**config.mk**
```make
export PLATFORM = sky130hd
export DESIGN_NAME = uart_rom_loader
export DESIGN_NICKNAME = d
export VERILOG_FILES = /design/src/rtl/hack_loader_pkg.sv /design/src/rtl/uart_rx_byte.sv /design/src/rtl/uart_rom_loader.sv
export SDC_FILE = /design/constraint.sdc
export NUM_CORES = 1
export LEC_CHECK = 0
export CAP_MARGIN = 10
export CORE_ASPECT_RATIO = 0.9
export CORE_MARGIN = 5
export CORE_UTILIZATION = 50
export DETAILED_ROUTE_END_ITERATION = 10
export GPL_ROUTABILITY_DRIVEN = 0
export GPL_TIMING_DRIVEN = 0
export HOLD_SLACK_MARGIN = 0.1
export PLACE_DENSITY = 0.7
export SYNTH_ARGS = -nofsm -noshare
export SYNTH_HDL_FRONTEND = slang
export SYNTH_SLANG_ARGS = --single-unit
export TNS_END_PERCENT = 5
```
**constraint.sdc**
```tcl
create_clock -name clk -period 2.8 [get_ports clk]
set_input_delay 0.56 -clock clk [delete_from_list [all_inputs] [get_ports clk]]
set_output_delay 0.56 -clock clk [all_outputs]
set_load 0.1 [all_outputs]
```
**src/rtl/hack_loader_pkg.sv**
```systemverilog
// Shared definitions for the ROM loaders (file-based and UART-based).
// UART_ROM_LOADER_CHECKSUM_EN adds the CHK state used by the trailing checksum byte.
package hack_loader_pkg;

    localparam int DATA_WIDTH = 16;

    // Multi-byte fields on the wire arrive most significant byte first.
    localparam bit HDR_HI_FIRST = 1'b1;

    typedef enum logic [3:0] {
        ST_IDLE,
        ST_RST,
        ST_HDR_HI,
        ST_HDR_LO,
        ST_DAT_HI,
        ST_DAT_LO,
        ST_WAIT_RECV,
        ST_WAIT_ACK,
`ifdef UART_ROM_LOADER_CHECKSUM_EN
        ST_CHK,
`endif
        ST_DONE,
        ST_ERR
    } loader_state_e;

    typedef enum logic [1:0] {
        RX_IDLE,
        RX_START,
        RX_DATA,
        RX_STOP
    } rx_state_e;

endpackage

```
**src/rtl/uart_rx_byte.sv**
```systemverilog
// 8N1 UART byte receiver with a one-entry holding register.
// Reports framing errors (stop bit low) and overruns (byte completes while
// the holding register is still full; the held byte wins).
module uart_rx_byte #(
    parameter int CLKS_PER_BIT = 217
) (
    input  logic       clk,
    input  logic       reset,
    input  logic       rx,
    input  logic       clear,
    input  logic       consume,
    output logic       byte_valid,
    output logic [7:0] byte_data,
    output logic       frame_err,
    output logic       overrun_err
);
    import hack_loader_pkg::*;

    localparam int CNT_W = (CLKS_PER_BIT > 2) ? $clog2(CLKS_PER_BIT) : 1;
    localparam logic [CNT_W-1:0] BIT_LOAD  = CNT_W'(CLKS_PER_BIT - 1);
    localparam logic [CNT_W-1:0] HALF_LOAD = CNT_W'(CLKS_PER_BIT / 2 - 1);

    rx_state_e        state_q, state_d;
    logic             sync1_q, sync1_d, sync2_q, sync2_d, sync3_q, sync3_d;
    logic [CNT_W-1:0] cnt_q, cnt_d;
    logic [2:0]       idx_q, idx_d;
    logic [7:0]       shift_q, shift_d;
    logic [7:0]       hold_q, hold_d;
    logic             full_q, full_d;
    logic             frame_err_q, frame_err_d;
    logic             overrun_q, overrun_d;

    // State register; the synchroniser resets to the idle (high) line level.
    always_ff @(posedge clk) begin
        if (reset) begin
            state_q     <= RX_IDLE;
            sync1_q     <= 1'b1;
            sync2_q     <= 1'b1;
            sync3_q     <= 1'b1;
            cnt_q       <= '0;
            idx_q       <= '0;
            shift_q     <= '0;
            hold_q      <= '0;
            full_q      <= 1'b0;
            frame_err_q <= 1'b0;
            overrun_q   <= 1'b0;
        end else begin
            state_q     <= state_d;
            sync1_q     <= sync1_d;
            sync2_q     <= sync2_d;
            sync3_q     <= sync3_d;
            cnt_q       <= cnt_d;
            idx_q       <= idx_d;
            shift_q     <= shift_d;
            hold_q      <= hold_d;
            full_q      <= full_d;
            frame_err_q <= frame_err_d;
            overrun_q   <= overrun_d;
        end
    end

    // Bit timing down-counter, mid-bit sampling and holding-register update.
    always_comb begin
        state_d     = state_q;
        sync1_d     = rx;
        sync2_d     = sync1_q;
        sync3_d     = sync2_q;
        cnt_d       = cnt_q;
        idx_d       = idx_q;
        shift_d     = shift_q;
        hold_d      = hold_q;
        full_d      = full_q & ~consume;
        frame_err_d = 1'b0;
        overrun_d   = 1'b0;
        case (state_q)
            RX_IDLE: begin
                if (sync3_q && !sync2_q) begin
                    state_d = RX_START;
                    cnt_d   = HALF_LOAD;
                end
            end
            RX_START: begin
                if (cnt_q == '0) begin
                    if (!sync2_q) begin
                        state_d = RX_DATA;
                        cnt_d   = BIT_LOAD;
                        idx_d   = '0;
                    end else begin
                        state_d = RX_IDLE;
                    end
                end else begin
                    cnt_d = cnt_q - 1'b1;
                end
            end
            RX_DATA: begin
                if (cnt_q == '0) begin
                    shift_d = {sync2_q, shift_q[7:1]};
                    cnt_d   = BIT_LOAD;
                    if (idx_q == 3'd7) begin
                        state_d = RX_STOP;
                    end else begin
                        idx_d = idx_q + 3'd1;
                    end
                end else begin
                    cnt_d = cnt_q - 1'b1;
                end
            end
            RX_STOP: begin
                if (cnt_q == '0) begin
                    state_d = RX_IDLE;
                    if (!sync2_q) begin
                        frame_err_d = 1'b1;
                    end else if (full_q && !consume) begin
                        overrun_d = 1'b1;
                    end else begin
                        hold_d = shift_q;
                        full_d = 1'b1;
                    end
                end else begin
                    cnt_d = cnt_q - 1'b1;
                end
            end
            default: state_d = RX_IDLE;
        endcase
        if (clear) begin
            full_d = 1'b0;
        end
    end

    assign byte_valid  = full_q;
    assign byte_data   = hold_q;
    assign frame_err   = frame_err_q;
    assign overrun_err = overrun_q;

endmodule

```
**src/rtl/uart_rom_loader.sv**
```systemverilog
// Loads a Hack program received over UART into the SoC program ROM.
// Stream: count header (2 bytes), N words (2 bytes each), and with
// UART_ROM_LOADER_CHECKSUM_EN a trailing XOR checksum byte.
//
// state      | meaning
// IDLE       | waiting for run
// RST        | one-cycle rom_loader_reset pulse, counters cleared
// HDR_HI/LO  | collecting the word count N
// DAT_HI/LO  | assembling the next instruction word
// WAIT_RECV  | load held high until the SoC latches the word
// WAIT_ACK   | waiting for the ROM write to complete
// CHK        | comparing the trailing checksum byte (optional)
// DONE       | all words written, done_loading while run
// ERR        | load failed, waits for run to drop
module uart_rom_loader #(
    parameter int CLKS_PER_BIT = 217,
    parameter int DATA_WIDTH   = hack_loader_pkg::DATA_WIDTH,
    parameter int MAX_WORDS    = 32768
) (
    input  logic                  clk,
    input  logic                  reset,
    input  logic                  run,
    input  logic                  uart_rx,
    output logic                  done_loading,
    output logic                  load_error,
    output logic [15:0]           words_loaded,
    output logic                  rom_loader_reset,
    output logic                  rom_loader_load,
    output logic [DATA_WIDTH-1:0] rom_loader_data,
    input  logic                  rom_loader_ack,
    input  logic                  rom_loader_load_received
);
    import hack_loader_pkg::*;

`ifdef UART_ROM_LOADER_CHECKSUM_EN
    localparam loader_state_e END_STATE = ST_CHK;
`else
    localparam loader_state_e END_STATE = ST_DONE;
`endif

    loader_state_e         state_q, state_d;
    logic [15:0]           n_q, n_d, n_new;
    logic [7:0]            hi_q, hi_d;
    logic [DATA_WIDTH-1:0] data_q, data_d;
    logic                  load_q, load_d;
    logic [15:0]           words_q, words_d;
    logic                  err_q, err_d;
`ifdef UART_ROM_LOADER_CHECKSUM_EN
    logic [7:0]            chk_q, chk_d;
`endif

    logic       rx_valid, rx_consume, rx_clear, rx_frame_err, rx_overrun;
    logic [7:0] rx_byte;

    assign rx_clear = !run || (state_q == ST_IDLE);

    uart_rx_byte #(.CLKS_PER_BIT(CLKS_PER_BIT)) u_rx (
        .clk        (clk),
        .reset      (reset),
        .rx         (uart_rx),
        .clear      (rx_clear),
        .consume    (rx_consume),
        .byte_valid (rx_valid),
        .byte_data  (rx_byte),
        .frame_err  (rx_frame_err),
        .overrun_err(rx_overrun)
    );

    // Loader state and datapath registers.
    always_ff @(posedge clk) begin
        if (reset) begin
            state_q <= ST_IDLE;
            n_q     <= '0;
            hi_q    <= '0;
            data_q  <= '0;
            load_q  <= 1'b0;
            words_q <= '0;
            err_q   <= 1'b0;
`ifdef UART_ROM_LOADER_CHECKSUM_EN
            chk_q   <= '0;
`endif
        end else begin
            state_q <= state_d;
            n_q     <= n_d;
            hi_q    <= hi_d;
            data_q  <= data_d;
            load_q  <= load_d;
            words_q <= words_d;
            err_q   <= err_d;
`ifdef UART_ROM_LOADER_CHECKSUM_EN
            chk_q   <= chk_d;
`endif
        end
    end

    // Next-state logic: byte consumption, ROM handshake and run abort.
    always_comb begin
        state_d    = state_q;
        n_d        = n_q;
        hi_d       = hi_q;
        data_d     = data_q;
        load_d     = load_q;
        words_d    = words_q;
        err_d      = err_q | rx_frame_err | rx_overrun;
        rx_consume = 1'b0;
        n_new      = HDR_HI_FIRST ? {n_q[15:8], rx_byte} : {rx_byte, n_q[7:0]};
        case (state_q)
            ST_IDLE: begin
                if (run) state_d = ST_RST;
            end
            ST_RST: begin
                words_d = '0;
                err_d   = 1'b0;
                n_d     = '0;
                state_d = ST_HDR_HI;
            end
            ST_HDR_HI: begin
                if (rx_valid) begin
                    rx_consume = 1'b1;
                    n_d     = HDR_HI_FIRST ? {rx_byte, n_q[7:0]} : {n_q[15:8], rx_byte};
                    state_d = ST_HDR_LO;
                end
            end
            ST_HDR_LO: begin
                if (rx_valid) begin
                    rx_consume = 1'b1;
                    n_d = n_new;
                    if (n_new == '0) begin
                        state_d = END_STATE;
                    end else if (32'(n_new) > MAX_WORDS) begin
                        err_d   = 1'b1;
                        state_d = ST_ERR;
                    end else begin
                        state_d = ST_DAT_HI;
                    end
                end
            end
            ST_DAT_HI: begin
                if (rx_valid) begin
                    rx_consume = 1'b1;
                    hi_d    = rx_byte;
                    state_d = ST_DAT_LO;
                end
            end
            ST_DAT_LO: begin
                if (rx_valid) begin
                    rx_consume = 1'b1;
                    data_d  = DATA_WIDTH'({hi_q, rx_byte});
                    load_d  = 1'b1;
                    state_d = ST_WAIT_RECV;
                end
            end
            ST_WAIT_RECV: begin
                if (rom_loader_load_received) begin
                    load_d  = 1'b0;
                    state_d = ST_WAIT_ACK;
                end
            end
            ST_WAIT_ACK: begin
                if (rom_loader_ack) begin
                    words_d = words_q + 16'd1;
                    state_d = (words_q + 16'd1 == n_q) ? END_STATE : ST_DAT_HI;
                end
            end
`ifdef UART_ROM_LOADER_CHECKSUM_EN
            ST_CHK: begin
                if (rx_valid) begin
                    rx_consume = 1'b1;
                    if (rx_byte == chk_q) begin
                        state_d = ST_DONE;
                    end else begin
                        err_d   = 1'b1;
                        state_d = ST_ERR;
                    end
                end
            end
`endif
            ST_DONE: state_d = ST_DONE;
            ST_ERR:  state_d = ST_ERR;
            default: state_d = ST_IDLE;
        endcase
        if (!run && state_q != ST_IDLE) begin
            rx_consume = 1'b0;
            load_d     = 1'b0;
            state_d    = ST_IDLE;
        end
    end

`ifdef UART_ROM_LOADER_CHECKSUM_EN
    // Running XOR over every header and data byte consumed.
    always_comb begin
        chk_d = chk_q;
        if (state_q == ST_RST) begin
            chk_d = '0;
        end else if (rx_consume) begin
            chk_d = chk_q ^ rx_byte;
        end
    end
`endif

    assign done_loading     = (state_q == ST_DONE) && run;
    assign rom_loader_reset = (state_q == ST_RST);
    assign rom_loader_load  = load_q;
    assign rom_loader_data  = data_q;
    assign words_loaded     = words_q;
    assign load_error       = err_q;

endmodule
```
# Word-level counts from Yosys, hierarchy flattened
# Index checks and enable logic that the tools add are counted.
[classes]
muxes = 50
bitwise = 10
n_lt_le_gt_ge = 1
n_eq_ne = 30
n_addsub = 3
n_reduce_logical = 35
[op_table]
columns = ["cell", "count"]
rows = [
  ["$mux 8", 6],
  ["$pmux 16 s3", 1],
  ["$mux 4", 10],
  ["$pmux 4 s10", 1],
  ["$mux 16", 2],
  ["$pmux 16 s2", 1],
  ["$pmux 8 s4", 1],
  ["$ne 2x1->1 const B", 9],
  ["$add 16x1->16 const B", 1],
  ["$eq 16x16->1", 1],
  ["$eq 4x3->1 const B", 4],
  ["$gt 16x16->1 const B", 1],
  ["$logic_not 16->1", 1],
  ["$mux 1", 14],
  ["$mux 2", 6],
  ["$mux 3", 4],
  ["$ne 2x2->1 const B", 6],
  ["$reduce_and 3->1", 4],
  ["$reduce_and 5->1", 2],
  ["$reduce_bool 2->1", 5],
  ["$eq 4x2->1 const B", 2],
  ["$eq 4x4->1 const B", 2],
  ["$logic_not 8->1", 1],
  ["$pmux 2 s4", 1],
  ["24 further kinds", 43],
]
[word_totals]
ff_bits = 97
elab_cells = 148
input_bits = 6
out_inout_bits = 36

# Depth between registers and ports, before layout
# Gate-level depths: netlist of run 1.
[depth]
ltp_word = 10
depth_mapped = 9
depth_no_buf = 8

# By module
# From an unflattened synthesis of run 1, not the netlist that was laid out.
[hier_totals]
cells_unflattened = 599
hier_area_um2 = 4957.3
[modules_own_cells]
columns = ["mod", "seq_area_each_um2", "cells_each", "area_per_inst_um2", "instances"]
rows = [
  ["uart_rom_loader", 1241.2, 422, 3274.4, 1],
  ["uart_rx_byte", 700.7, 177, 1682.9, 1],
]

# Least setup slack after synthesis of run 1
# Ideal clock, no wire load.
[synth_timing]
path_kind = "flip-flop to output port"
startpoint = "register state_q[1]"
endpoint = "output done_loading"
arrival_ns = 3.566
path_buffers = 2
required_time_ns = 2.240
setup_slack_ns = -1.326
path_stages_with_launch = 4
path_cell_list = "dfxtp_1 clkbuf_1 clkbuf_1 nor4_1"
[synth_between]
elab_chain_cells = 2
[synth_lines]
columns = ["item", "line_no", "source"]
rows = [
  ["start: declaration", "uart_rom_loader.sv:41", "loader_state_e state_q, state_d;"],
  ["start signal: assignment", "uart_rom_loader.sv:83", "state_q <= state_d;"],
  ["$eq 4x4->1", "uart_rom_loader.sv:201", "assign done_loading = (state_q == ST_DONE) && run;"],
  ["$logic_and 1x1->1", "uart_rom_loader.sv:201", ""],
  ["end: declaration", "uart_rom_loader.sv:24", "output logic done_loading,"],
]
# Every way passes these cells.

# Final worst setup path of run 1
[layout_timing]
startpoint = "register words_q[0], in the netlist words_loaded[0]"
endpoint = "register state_q[2]"
[layout_between]
elab_chain_cells = 5
[layout_lines]
columns = ["item", "line_no", "source"]
rows = [
  ["start: declaration", "uart_rom_loader.sv:46", "logic [15:0] words_q, words_d;"],
  ["start signal: assignment", "uart_rom_loader.sv:88", "words_q <= words_d;"],
  ["$add 16x1->16", "uart_rom_loader.sv:162", "state_d = (words_q + 16'd1 == n_q) ? END_STATE : ST_DAT_HI;"],
  ["$eq 16x16->1", "uart_rom_loader.sv:162", ""],
  ["$mux 4", "uart_rom_loader.sv:162", ""],
  ["$mux 4", "uart_rom_loader.sv:160", "if (rom_loader_ack) begin"],
  ["$pmux 4 s10", "uart_rom_loader.sv:107", "case (state_q)"],
]
# Every way passes these cells. The select of a mux whose other input is x is not followed.
# A chain may end at the register's enable or synchronous reset.

==> flow_metrics.tcl, run 1 <==
set metrics [dict create \
    status "completed" \
    placedCellCount 752 \
    maxSlewHeadroom 0.331 \
    reg2reg_depth 8 \
    yosys.area.top_type "dfxtp_1" \
    cap_violations 0 \
    grt_pass1_wl_mm 20.4 \
    p_per_area_nw_per_um2 539 \
    fmax_mhz 374 \
    seqPwrFrac 0.478 \
    fillers 847 \
    netSwitchingPower_mw 1.06 \
    clk_latency_ps 380 \
    hp-start "u_rx.sync1_q" \
    leakagePower_nw 2.01 \
    root_buffer "clkbuf_8" \
    drt-pass1-iter-count 5 \
    synth_edf_count 0 \
    synth_nets 603 \
    portBuffers 41 \
    crit_path_end_kind "flop" \
    r2r-start "words_loaded[0]" \
    hp-class "reg2reg" \
    drcViolationCount 0 \
    worstMarginPinSlew_ps 1000 \
    num_antenna_cells 0 \
    synth_area_leaders "dfxtp_1, a21oi_1, nand2_1" \
    clk_path_buf_depth 2 \
    critPathCapture "state_q[2]" \
    layout.cells.non_filler 770 \
    syn_avg_cell_area_um2 8.14 \
    synth_cells 589 \
    viasPerCell 5.73 \
    numCtsBuffers 9 \
    yosysMostFrequentCell "dfxtp_1" \
    hold_violations 0 \
    synth_ff_type "dfxtp_1" \
    clkTransAtPathRegs_ps 110 \
    syn_area_um2 4800 \
    arrival_ps 2950 \
    ys.warnings.count 0 \
    cts_tree "built" \
    crit_required_ps 3070 \
    die_y_um 103 \
    grt_max_degree 23 \
    pwr-share-comb 0.199 \
    antenna_found_initial 0 \
    async_flop_share 0 \
    setup_viol 0 \
    ant_nets 0 \
    p_int_mw 1.98 \
    core-area_um2 9250 \
    p_sw_frac 0.348 \
    pre_cts_ws_ps -303 \
    clock-sinks 97 \
    synth_cell_type_count 62 \
    nNetsFinal 657 \
    vdd_drop_max_mv 0.395 \
    dieArea_um2 11700 \
    synth_seq_cells 97 \
    final.min_clock_period_ps 2680 \
    drv_slew 0 \
    crit_start "words_loaded[0]" \
    vias 4410 \
    wl_mm 12.4 \
    grt_pass1_vias 4134 \
    startpoint_type "flop" \
    clkPwrFrac 0.322 \
    synth.top_cell.area_share 0.405 \
    htreeDepth 3 \
    overflow 0 \
    r2r_slack_ps 120 \
    worstSetupPathType "reg2reg" \
    wire_per_inst_um 16.1 \
    syn2layout_area_growth_pct 17.3 \
    gr-usage-all-layers 0.216 \
    initial_core_util 0.519 \
    period_share 0.956 \
    die_w_um 113 \
    rows 33 \
    drive_above_1_share 0.0756 \
    critPathMaxFanout 8 \
    fin_ws_ps 124 \
    r2r_end "state_q[2]" \
    finClkSkew_ps 16.7 \
    synth_seq_area_share 0.405 \
    ys_top_cells_by_count "dfxtp_1, nand2_1, nor2_1, a21oi_1" \
    drtIter0Drc 269 \
    pin_count 42 \
    place_hpwl_mm 8.90 \
    utilization 0.608 \
]
==> worst min-delay path by stage <==
stage | end | slack (ps) | cells past startpoint
after global routing | u_rx.sync2_q | 440 | 1
final | u_rx.sync2_q | 430 | 1
after detailed placement | u_rx.sync2_q | 400 | 1
after global placement | u_rx.sync2_q | 390 | 1
after CTS | u_rx.sync2_q | 430 | 1
after floorplan | u_rx.sync2_q | 390 | 1
==> registers in the layout, indices dropped and copies added (netlist names), 3 cells and up, named ones only <==
signal           flops
u_rx.byte_data       8
hi_q                 8
rom_loader_data     16
words_loaded        16
u_rx.shift_q         8
n_q                 16
u_rx.idx_q           3
state_q              4
u_rx.cnt_q           8
==> placed cells by master (no fill, tap or decap), types with 11 or more instances in the layout <==
master / netlist / routed
a21oi_1: 63 / 63
clkbuf_1: 28 / 28
clkbuf_8: 2 / 11
clkdlybuf4s50_1: 0 / 39
dfxtp_1: 97 / 97
mux2i_1: 19 / 19
nand2_1: 75 / 75
nand2b_1: 11 / 11
nand3_1: 28 / 28
nor2_1: 73 / 73
nor3_1: 14 / 14
o21ai_0: 20 / 20
xnor2_1: 18 / 18
==> timing repair <==
action | 4_1_cts | 5_1_grt
cloned | 0 | 0
endpoints found under the setup margin | 2 | 2
pin swaps | 0 | 1
gates resized for setup | 6 | 1
buffers inserted | 0 | 2
hold buffers | 0 | 0
==> logic make-up (layout without fill, tap and decap cells) <==
group,count (synthesis),in the layout,share of synthesized area
AND/OR/NAND/NOR,265,265,0.278
AO/OA/AOI/OAI,125,125,0.158
flip-flops,97,97,0.405
buffers and inverters,47,106,0.0459
XOR/XNOR,26,26,0.0475
multiplexers,21,21,0.0444
adder cells (fa/ha/maj),8,8,0.0209
==> layer usage <==
metal	vias to the layer above	global-route usage	part of all wire	routed length, um
met4	0	0.0647	0.018	221
met5	-	0	0	0
met3	18	0.0452	0.052	639
met2	128	0.370	0.48	5990
li1	2169	-	-	-
met1	2095	0.277	0.45	5540
==> area by class of cell <==
class | instances | area [um^2] | area share
clock inverters | 7 | 101 | 0.0180
well taps | 122 | 153 | 0.0271
plain buffers | 37 | 183 | 0.0325
clock buffers | 9 | 124 | 0.0220
flip-flops and latches | 97 | 1940 | 0.345
multi-input cells | 445 | 2660 | 0.472
repair buffers | 43 | 428 | 0.0761
inverters | 10 | 37.5 | 0.00667
==> worst max-delay path: stages, from the launching register on <==
cell	delay (ps)
dfxtp_1	510
ha_1	200
clkbuf_1	280
nand3_1	240
nor4_1	530
mux2i_1	250
a21oi_1	60
nand4b_1	250
a31o_1	270
==> through the flow <==
| step | hold WS, ps | power (mW) | area (um^2) | TNS, ps |
|---|---|---|---|---|
| 3_3_place_gp | 392 | 2.06 | 5370 | -300 |
| 4_1_cts | 428 | 3.04 | 5600 | 0 |
| 5_1_grt | 445 | 3.18 | 5630 | -9.03 |
| 6_report | 430 | 3.03 | 5630 | 0 |
| 3_5_place_dp | 401 | 2.08 | 5370 | -303 |
| 2_1_floorplan | 389 | 1.93 | 4810 | -180 |
==> power groups by stage <==
stage | sequential, mW | combinational, mW | clock, mW
after global routing | 1.46 | 0.668 | 1.05
after CTS | 1.45 | 0.596 | 0.993
after global placement | 1.48 | 0.578 | 0
final | 1.45 | 0.604 | 0.978
after floorplan | 1.47 | 0.453 | 0
after detailed placement | 1.48 | 0.595 | 0
(Power assumes the default switching activity.)
==> run 2: changes to the inputs <==
Settings changed: ABC_AREA from default to 1, PLACE_DENSITY 0.7 to 0.71.
==> flow_metrics.tcl, run 2 <==
set metrics [dict create \
    clk_path_buf_depth 2 \
    syn_avg_cell_area_um2 7.15 \
    crit_chain "clkdlybuf4s50_1" \
    synth_seq_cells 97 \
    cp_top_family "buffers and inverters" \
    drtIter0Drc 336 \
    pre_cts_ws_ps -372 \
    min_path_cells 1 \
    vias 4516 \
    rows 33 \
    htreeDepth 3 \
    core-area_um2 9170 \
    status "completed" \
    mostFrequentLayoutCells "nand2_1, dfxtp_1, nor2_1" \
    hp-class "reg2reg" \
    root_buffer "clkbuf_8" \
    cts_tree "built" \
    reg2reg_depth 14 \
    whs_ps 424 \
    num_antenna_cells 0 \
    crit_required_ps 2240 \
    syn_area_um2 4730 \
    utilization 0.599 \
    synth_seq_area_share 0.411 \
    overflow 0 \
    hold_end "u_rx.sync2_q" \
    yosysMostFrequentCell "nand2_1" \
    nNetsFinal 726 \
    hold_violations 0 \
    portBuffers 40 \
    crit_path_end_kind "output port" \
    worstSetupPathType "reg2out" \
    worstMarginPinSlew_ps 981 \
    path_depth 1 \
    die_y_um 102 \
    r2r_end "state_q[2]" \
    synth_ff_type "dfxtp_1" \
    synth_cell_type_count 36 \
    drv_slew 0 \
    synth_nets 675 \
    place_hpwl_mm 8.78 \
    ys_top_cells_by_count "nand2_1, dfxtp_1, nor2_1, inv_1, a21oi_1" \
    slowest_delay_ps 1190 \
    synth_cells 661 \
    yosys.area.top_type "dfxtp_1" \
    pin_count 42 \
    viasPerCell 5.38 \
    maxSlewHeadroom 0.344 \
    syn2layout_area_growth_pct 16.1 \
    hold_buffers 0 \
    dieArea_um2 11500 \
    synth_edf_count 0 \
    ant_nets 0 \
    synth_area_leaders "dfxtp_1, nand2_1, a21oi_1" \
    wl_mm 11.6 \
    period_share 0.930 \
    wire_per_inst_um 13.8 \
    async_flop_share 0 \
    drcViolationCount 0 \
    finalSetupTns_ps 0 \
    clock-sinks 97 \
    final.min_clock_period_ps 2610 \
    die_w_um 112 \
    clkTransAtPathRegs_ps 100 \
    vdd_drop_max_mv 0.539 \
    fmax_mhz 384 \
    clk_latency_ps 370 \
    synth.top_cell.area_share 0.411 \
    crit_buf_inv 1 \
    grt_max_degree 20 \
    antenna_found_initial 0 \
    layout_commonest_cell "nand2_1" \
    drive_above_1_share 0.0934 \
    fin_ws_ps 195 \
    numCtsBuffers 9 \
    rsz0062_at_grt "no" \
    initial_core_util 0.516 \
    hp-start "u_rx.sync1_q" \
    gr-usage-all-layers 0.202 \
    setup_viol 0 \
    startpoint_type "flop" \
    p_per_area_nw_per_um2 704 \
    drt-pass1-iter-count 7 \
    r2r_slack_ps 690 \
    cap_violations 0 \
    leakagePower_nw 2.16 \
    r2r-start "words_loaded[0]" \
    ys.warnings.count 0 \
    finClkSkew_ps 11.3 \
    grt_pass1_wl_mm 19.0 \
    grt_pass1_vias 4151 \
    slowest_stage "clkdlybuf4s50_1" \
    critPathMaxFanout 6 \
    arrival_ps 2050 \
]
## run 2: area by class of cell
| cell class | count | area [um^2] |
|---|---|---|
| inverters | 82 | 308 |
| multi-input cells | 459 | 2400 |
| clock inverters | 7 | 72.6 |
| clock buffers | 9 | 124 |
| plain buffers | 23 | 96.3 |
| fillers | 877 | 3680 |
| well taps | 122 | 153 |
| flip-flops and latches | 97 | 1940 |
| repair buffers | 40 | 397 |
## run 2: power by group
part | switching [mW] | internal, mW | total [mW]
clock | 0.563 | 0.351 | 0.914
sequential | 0.100 | 1.53 | 1.63
combinational | 0.880 | 0.438 | 1.32
## run 2: worst max-delay path by stage
stage,start,to,slack (ps)
2_1_floorplan,state_q[2],words_loaded[4],70
3_3_place_gp,run,done_loading,-360
3_5_place_dp,run,done_loading,-370
4_1_cts,state_q[2],rom_loader_reset,40
5_1_grt,words_loaded[9],words_loaded[9],140
6_report,words_loaded[9],words_loaded[9],190
## run 2: repair_timing
item | CTS | global route
setup buffers | 0 | 0
gates resized for setup | 4 | 2
setup endpoints to repair | 2 | 1
## run 2: logic make-up (layout without fill, tap and decap cells)
family / after synthesis / in the layout / share of synthesized area
simple gates: 291 / 291 / 0.281
compound gates: 151 / 151 / 0.179
buf+inv: 105 / 161 / 0.0855
flops: 97 / 97 / 0.411
xor+xnor: 9 / 9 / 0.0228
fa+ha+maj: 8 / 8 / 0.0212
## run 2: through the flow
stage / area, um^2 / power (mW) / std cells
after floorplan: 4740 / 2.69 / 661
after global placement: 5300 / 2.93 / 823
after detailed placement: 5300 / 2.97 / 823
after CTS: 5490 / 3.85 / 839
after global routing: 5490 / 4.13 / 839
final: 5490 / 3.87 / 839
## run 2: layer usage
metal	vias to the layer above	GRT usage	share of wire
met5	-	0	0
met4	0	0.0610	0.011
met3	16	0.0450	0.069
met2	123	0.339	0.46
met1	2094	0.263	0.46
li1	2283	-	-
==> run 3: changes to the inputs <==
Settings changed: CAP_MARGIN 10 to 15.
==> results of run 3 <==
Same layout as run 2: the final DEF is identical, and so are final timing and power.
